## config.mk

```make
export PLATFORM = sky130hd
export DESIGN_NAME = fir_out_fifo
export DESIGN_NICKNAME = d
export VERILOG_FILES = /design/src/rtl/fir_out_fifo.sv
export SDC_FILE = /design/constraint.sdc
export NUM_CORES = 1
export LEC_CHECK = 0
export CORE_MARGIN = 4
export CORE_UTILIZATION = 55
export DETAILED_ROUTE_END_ITERATION = 7
export PLACE_DENSITY = 0.86
export SYNTH_ARGS = -nofsm -noshare
export SYNTH_HDL_FRONTEND = slang
export SYNTH_SLANG_ARGS = --single-unit
export TNS_END_PERCENT = 30
```

## constraint.sdc

```tcl
create_clock -name axis_clk -period 7.9 [get_ports axis_clk]
set_clock_uncertainty 0.15 [all_clocks]
set_input_delay 2.37 -clock axis_clk [delete_from_list [all_inputs] [get_ports axis_clk]]
set_output_delay 2.37 -clock axis_clk [all_outputs]
set_load 0.1 [all_outputs]
```

## src/rtl/fir_out_fifo.sv

```systemverilog
// fir_out_fifo: output FIFO for the FIR stream. It buffers {tlast, tdata} beats
// between the filter's sm port and a downstream AXI-Stream sink. It also counts
// completed frames and the beats of the frame in progress.
module fir_out_fifo #(
  parameter int pDATA_WIDTH = 32,
  parameter int pDEPTH      = 8,
  parameter int pLVL_WIDTH  = 4
) (
  input  logic                   axis_clk,
  input  logic                   axis_rst_n,
  input  logic                   ss_tvalid,
  input  logic [pDATA_WIDTH-1:0] ss_tdata,
  input  logic                   ss_tlast,
  output logic                   ss_tready,
  input  logic                   sm_tready,
  output logic                   sm_tvalid,
  output logic [pDATA_WIDTH-1:0] sm_tdata,
  output logic                   sm_tlast,
  input  logic                   flush,
  output logic [pLVL_WIDTH-1:0]  level,
  output logic [31:0]            frame_cnt,
  output logic [31:0]            beat_cnt
);

  localparam int PTR_W = $clog2(pDEPTH);
  localparam logic [pLVL_WIDTH-1:0] LVL_FULL = pLVL_WIDTH'(pDEPTH);

  // Entry layout: MSB is tlast, the rest is tdata. Never reset; the level
  // counter guards against reading an unwritten entry.
  logic [pDATA_WIDTH:0]  mem_q [pDEPTH];

  logic [PTR_W-1:0]      wr_ptr_q, wr_ptr_d;
  logic [PTR_W-1:0]      rd_ptr_q, rd_ptr_d;
  logic [pLVL_WIDTH-1:0] level_q,  level_d;
  logic [31:0]           frame_q,  frame_d;
  logic [31:0]           beat_q,   beat_d;

  logic push, pop;

  // Handshake outputs depend only on registered state (plus flush), so
  // ss_tready never combinationally follows sm_tready.
  assign ss_tready = (level_q != LVL_FULL) && !flush;
  assign sm_tvalid = (level_q != '0);
  assign sm_tdata  = mem_q[rd_ptr_q][pDATA_WIDTH-1:0];
  assign sm_tlast  = mem_q[rd_ptr_q][pDATA_WIDTH];

  assign push = ss_tvalid && ss_tready;
  assign pop  = sm_tvalid && sm_tready && !flush;

  assign level     = level_q;
  assign frame_cnt = frame_q;
  assign beat_cnt  = beat_q;

  // Next-state for pointers, occupancy and frame/beat counters; flush overrides all.
  always_comb begin
    wr_ptr_d = wr_ptr_q;
    rd_ptr_d = rd_ptr_q;
    level_d  = level_q;
    frame_d  = frame_q;
    beat_d   = beat_q;
    if (flush) begin
      wr_ptr_d = '0;
      rd_ptr_d = '0;
      level_d  = '0;
      frame_d  = '0;
      beat_d   = '0;
    end else begin
      if (push) wr_ptr_d = wr_ptr_q + PTR_W'(1);
      if (pop) begin
        rd_ptr_d = rd_ptr_q + PTR_W'(1);
        if (sm_tlast) begin
          frame_d = frame_q + 32'd1;
          beat_d  = '0;
        end else begin
          beat_d  = beat_q + 32'd1;
        end
      end
      if (push && !pop)      level_d = level_q + pLVL_WIDTH'(1);
      else if (pop && !push) level_d = level_q - pLVL_WIDTH'(1);
    end
  end

  // Control state registers with asynchronous clear.
  always_ff @(posedge axis_clk or negedge axis_rst_n) begin
    if (!axis_rst_n) begin
      wr_ptr_q <= '0;
      rd_ptr_q <= '0;
      level_q  <= '0;
      frame_q  <= '0;
      beat_q   <= '0;
    end else begin
      wr_ptr_q <= wr_ptr_d;
      rd_ptr_q <= rd_ptr_d;
      level_q  <= level_d;
      frame_q  <= frame_d;
      beat_q   <= beat_d;
    end
  end

  // Storage write on an accepted beat.
  always_ff @(posedge axis_clk) begin
    if (push) mem_q[wr_ptr_q] <= {ss_tlast, ss_tdata};
  end

endmodule

```

==> flow_metrics.tcl <==
set metrics [dict create \
    synth_edf_count 264 \
    cts-hold-fix-buffers 0 \
    fin_crit_sh_pct 80.3 \
    synth_area_mm2 0.0140 \
    setup_violations 0 \
    critical_path_class "register to primary output" \
    hpwl_um 17300 \
    ys_async_sr_fraction_pct 21.9 \
    syn-num-nets 873 \
    critPathLaunchType "register" \
    gr-total-overflow 0 \
    numCtsBuffers 36 \
    clock_path_buffers 3 \
    synthTopCellsByCount "264 x edfxtp_1, 74 x dfrtp_1, 64 x mux4_2, 42 x nor2_1, 40 x nand2_1" \
    p_per_area_mw_per_mm2 312 \
    postCtsSetupBuffers 0 \
    synth_area_per_cell_um2 16.9 \
    crit_required_ns 5.38 \
    chipWidth_um 168 \
    core-area_mm2 0.0251 \
    p_leak_nw 5.67 \
    antenna_left 0 \
    p_clk_share_pct 31.5 \
    drc 0 \
    maxSlewViolCount 0 \
    portBuffers 140 \
    grtUsageTotal_pct 22.0 \
    grt_first_pass_wirelength_um 48800 \
    synth_flop_cell "edfxtp_1" \
    vias 8238 \
    crit_fanout 43 \
    post-route-util_pct 67.8 \
    cts_tree "done" \
    path_clk_slew_ns 0.06 \
    cp.arrival_ns 3.83 \
    yosys.area.top_type_share_pct 56.6 \
    finalCriticalPeriod_ns 6.35 \
    dp_cells 1277 \
    viasPerCell 6.13 \
    rrSetupSlack_ns 4.52 \
    yosys-top-cells-area "edfxtp_1 57%, dfrtp_1 13%, mux4_2 10%" \
    yosys_warnings 0 \
    sequentialPowerShare_pct 39.6 \
    nets 1030 \
    wl_per_cell_um 22.9 \
    fin_hold_ws_ns 0.423 \
    ir_worst_vdd_mv 0.380 \
    start_util_pct 55.8 \
    dr.pass1.iters 6 \
    final_layout_size_suffix_gt1_share_pct 19.1 \
    drtIter0Drc 790 \
    yosys.area.top_type "edfxtp_1" \
    die_y_um 168 \
    p_total_mw 5.32 \
    slew_headroom_pct 28.8 \
    worst_slew_pin_slew_ns 1.06 \
    cts-root-buf "clkbuf_16" \
    synthToLayoutAreaGrowth_pct 21.6 \
    endpoint_kind "primary output" \
    grt_pass1_vias 8594 \
    synth_seq_cells 338 \
    die_area_mm2 0.0281 \
    internal-power_mw 3.48 \
    grt_max_degree 75 \
    sw_frac_of_total_pct 34.5 \
    finalWeightedCongestion 0.819 \
    status "finished, final reports clean" \
    max_cap_violations 0 \
    fmax_ghz 0.158 \
    p_sw_mw 1.83 \
    cts_resized 0 \
    antenna_found_initial 3 \
    fin_setup_tns_ns 0 \
    clock_latency_ns 0.52 \
    cts_num_sinks 338 \
    synth-seq-area-share_pct 69.9 \
    rows 58 \
    netlist-cell-type-count 59 \
    drt-total-wl_um 30800 \
    io_pins 141 \
    rsz0062_at_grt "false" \
    syn_inst 828 \
    min_path_type "register to register" \
    synth.most_common_cell "edfxtp_1" \
    final_hold_viol_count 0 \
    h-tree-depth 2 \
    finalNonFillerCells 1343 \
    combPwrFrac_pct 28.9 \
]
[power groups by stage]
stage               Combinational (mW)  Clock [mW]  Sequential [mW]
floorplan                         1.17           0             2.15
global placement                  1.51           0             2.14
detailed placement                1.54           0             2.14
CTS                               1.55        1.70             2.11
global route                      1.60        1.79             2.12
finish                            1.54        1.68             2.10
[worst paths after layout]
| kind | from | end | cells after the start |
|---|---|---|---|
| worst max-delay path | rd_ptr_q[1] | sm_tdata[4] | 4 |
| worst min-delay path | beat_cnt[25] | beat_cnt[25] | 1 |
| worst max register to register | rd_ptr_q[2] | beat_cnt[24] | 5 |
| worst min register to register | beat_cnt[25] | beat_cnt[25] | 1 |
| max in group asynchronous | axis_rst_n | rd_ptr_q[0] | 2 |
| min in group asynchronous | axis_rst_n | frame_cnt[22] | 2 |
[cell families (layout without fill, tap and decap cells)]
family	count (synthesis)	after routing	share of synthesized area, %
xor gates and xnor gates	31	31	1.94
AOI/OAI and AO/OA	90	90	4.44
adders and majority gates	7	7	0.679
other	0	1	0
DFF	338	338	69.9
muxes	104	104	13.5
buffers and inverters	54	238	1.61
and+or+nand+nor	204	204	7.97
[cell type report]
cell class              instances  area, µm²
repair buffers                156       1530
clock buffers                  45        945
well taps                     330        413
clock inverters                20        238
multi-input cells             436       4040
inverters                      17       63.8
fillers                      1661       8090
flip-flops and latches        338       9790
diodes                          1       2.50
[layout by cell type, fill, tap and decap left out, types with 3 or more instances in the layout]
cell and instances:
nor2_1 39, and3_1 7, clkdlybuf4s50_1 138, mux2_2 34, nand3_1 18, clkbuf_1 8, mux4_2 64, and2_1 4
a21oi_1 30, nor2_4 3, nand2_1 40, nor3_1 6, nor4_1 4, xnor2_1 14, nand4_1 21, or4_1 21
nor2b_1 7, and4_1 10, inv_1 17, clkinv_8 3, bufinv_16 4, a31oi_1 5, o21a_1 4, mux2i_1 5
dfrtp_1 71, xor2_1 17, nor3_2 4, or3_1 9, clkbuf_16 36, clkinv_2 10, buf_4 16, o31ai_1 19
ha_1 6, edfxtp_1 264, o21ai_0 11
[metal layers]
layer	vias up	GRT usage, %	wire length (µm)
met4	4	5.19	469
met3	49	4.46	2050
met1	4215	30.0	12600
met5	-	0	21
li1	3622	-	-
met2	348	37.2	15700
[registers in the layout, indices dropped and copies added (netlist names)]
name,count
frame_cnt,32
mem_q,264
wr_ptr_q,3
level,4
beat_cnt,32
rd_ptr_q,3
[stage by stage]
step                      setup WS (ns)  instance area (µm²)
final                              1.55                17000
after global routing               1.39                17000
after global placement             1.80                15800
after CTS                          1.51                17000
after floorplan                    1.37                14000
after detailed placement           1.81                15800
[worst max-delay path, cell delays in order, from the launching register on]
cell and delay (ns):
dfrtp_2 1.04, buf_4 0.54, mux4_2 0.40, mux2_2 0.29
clkdlybuf4s50_1 1.02
Note: power is estimated with default switching activity, not from simulation.
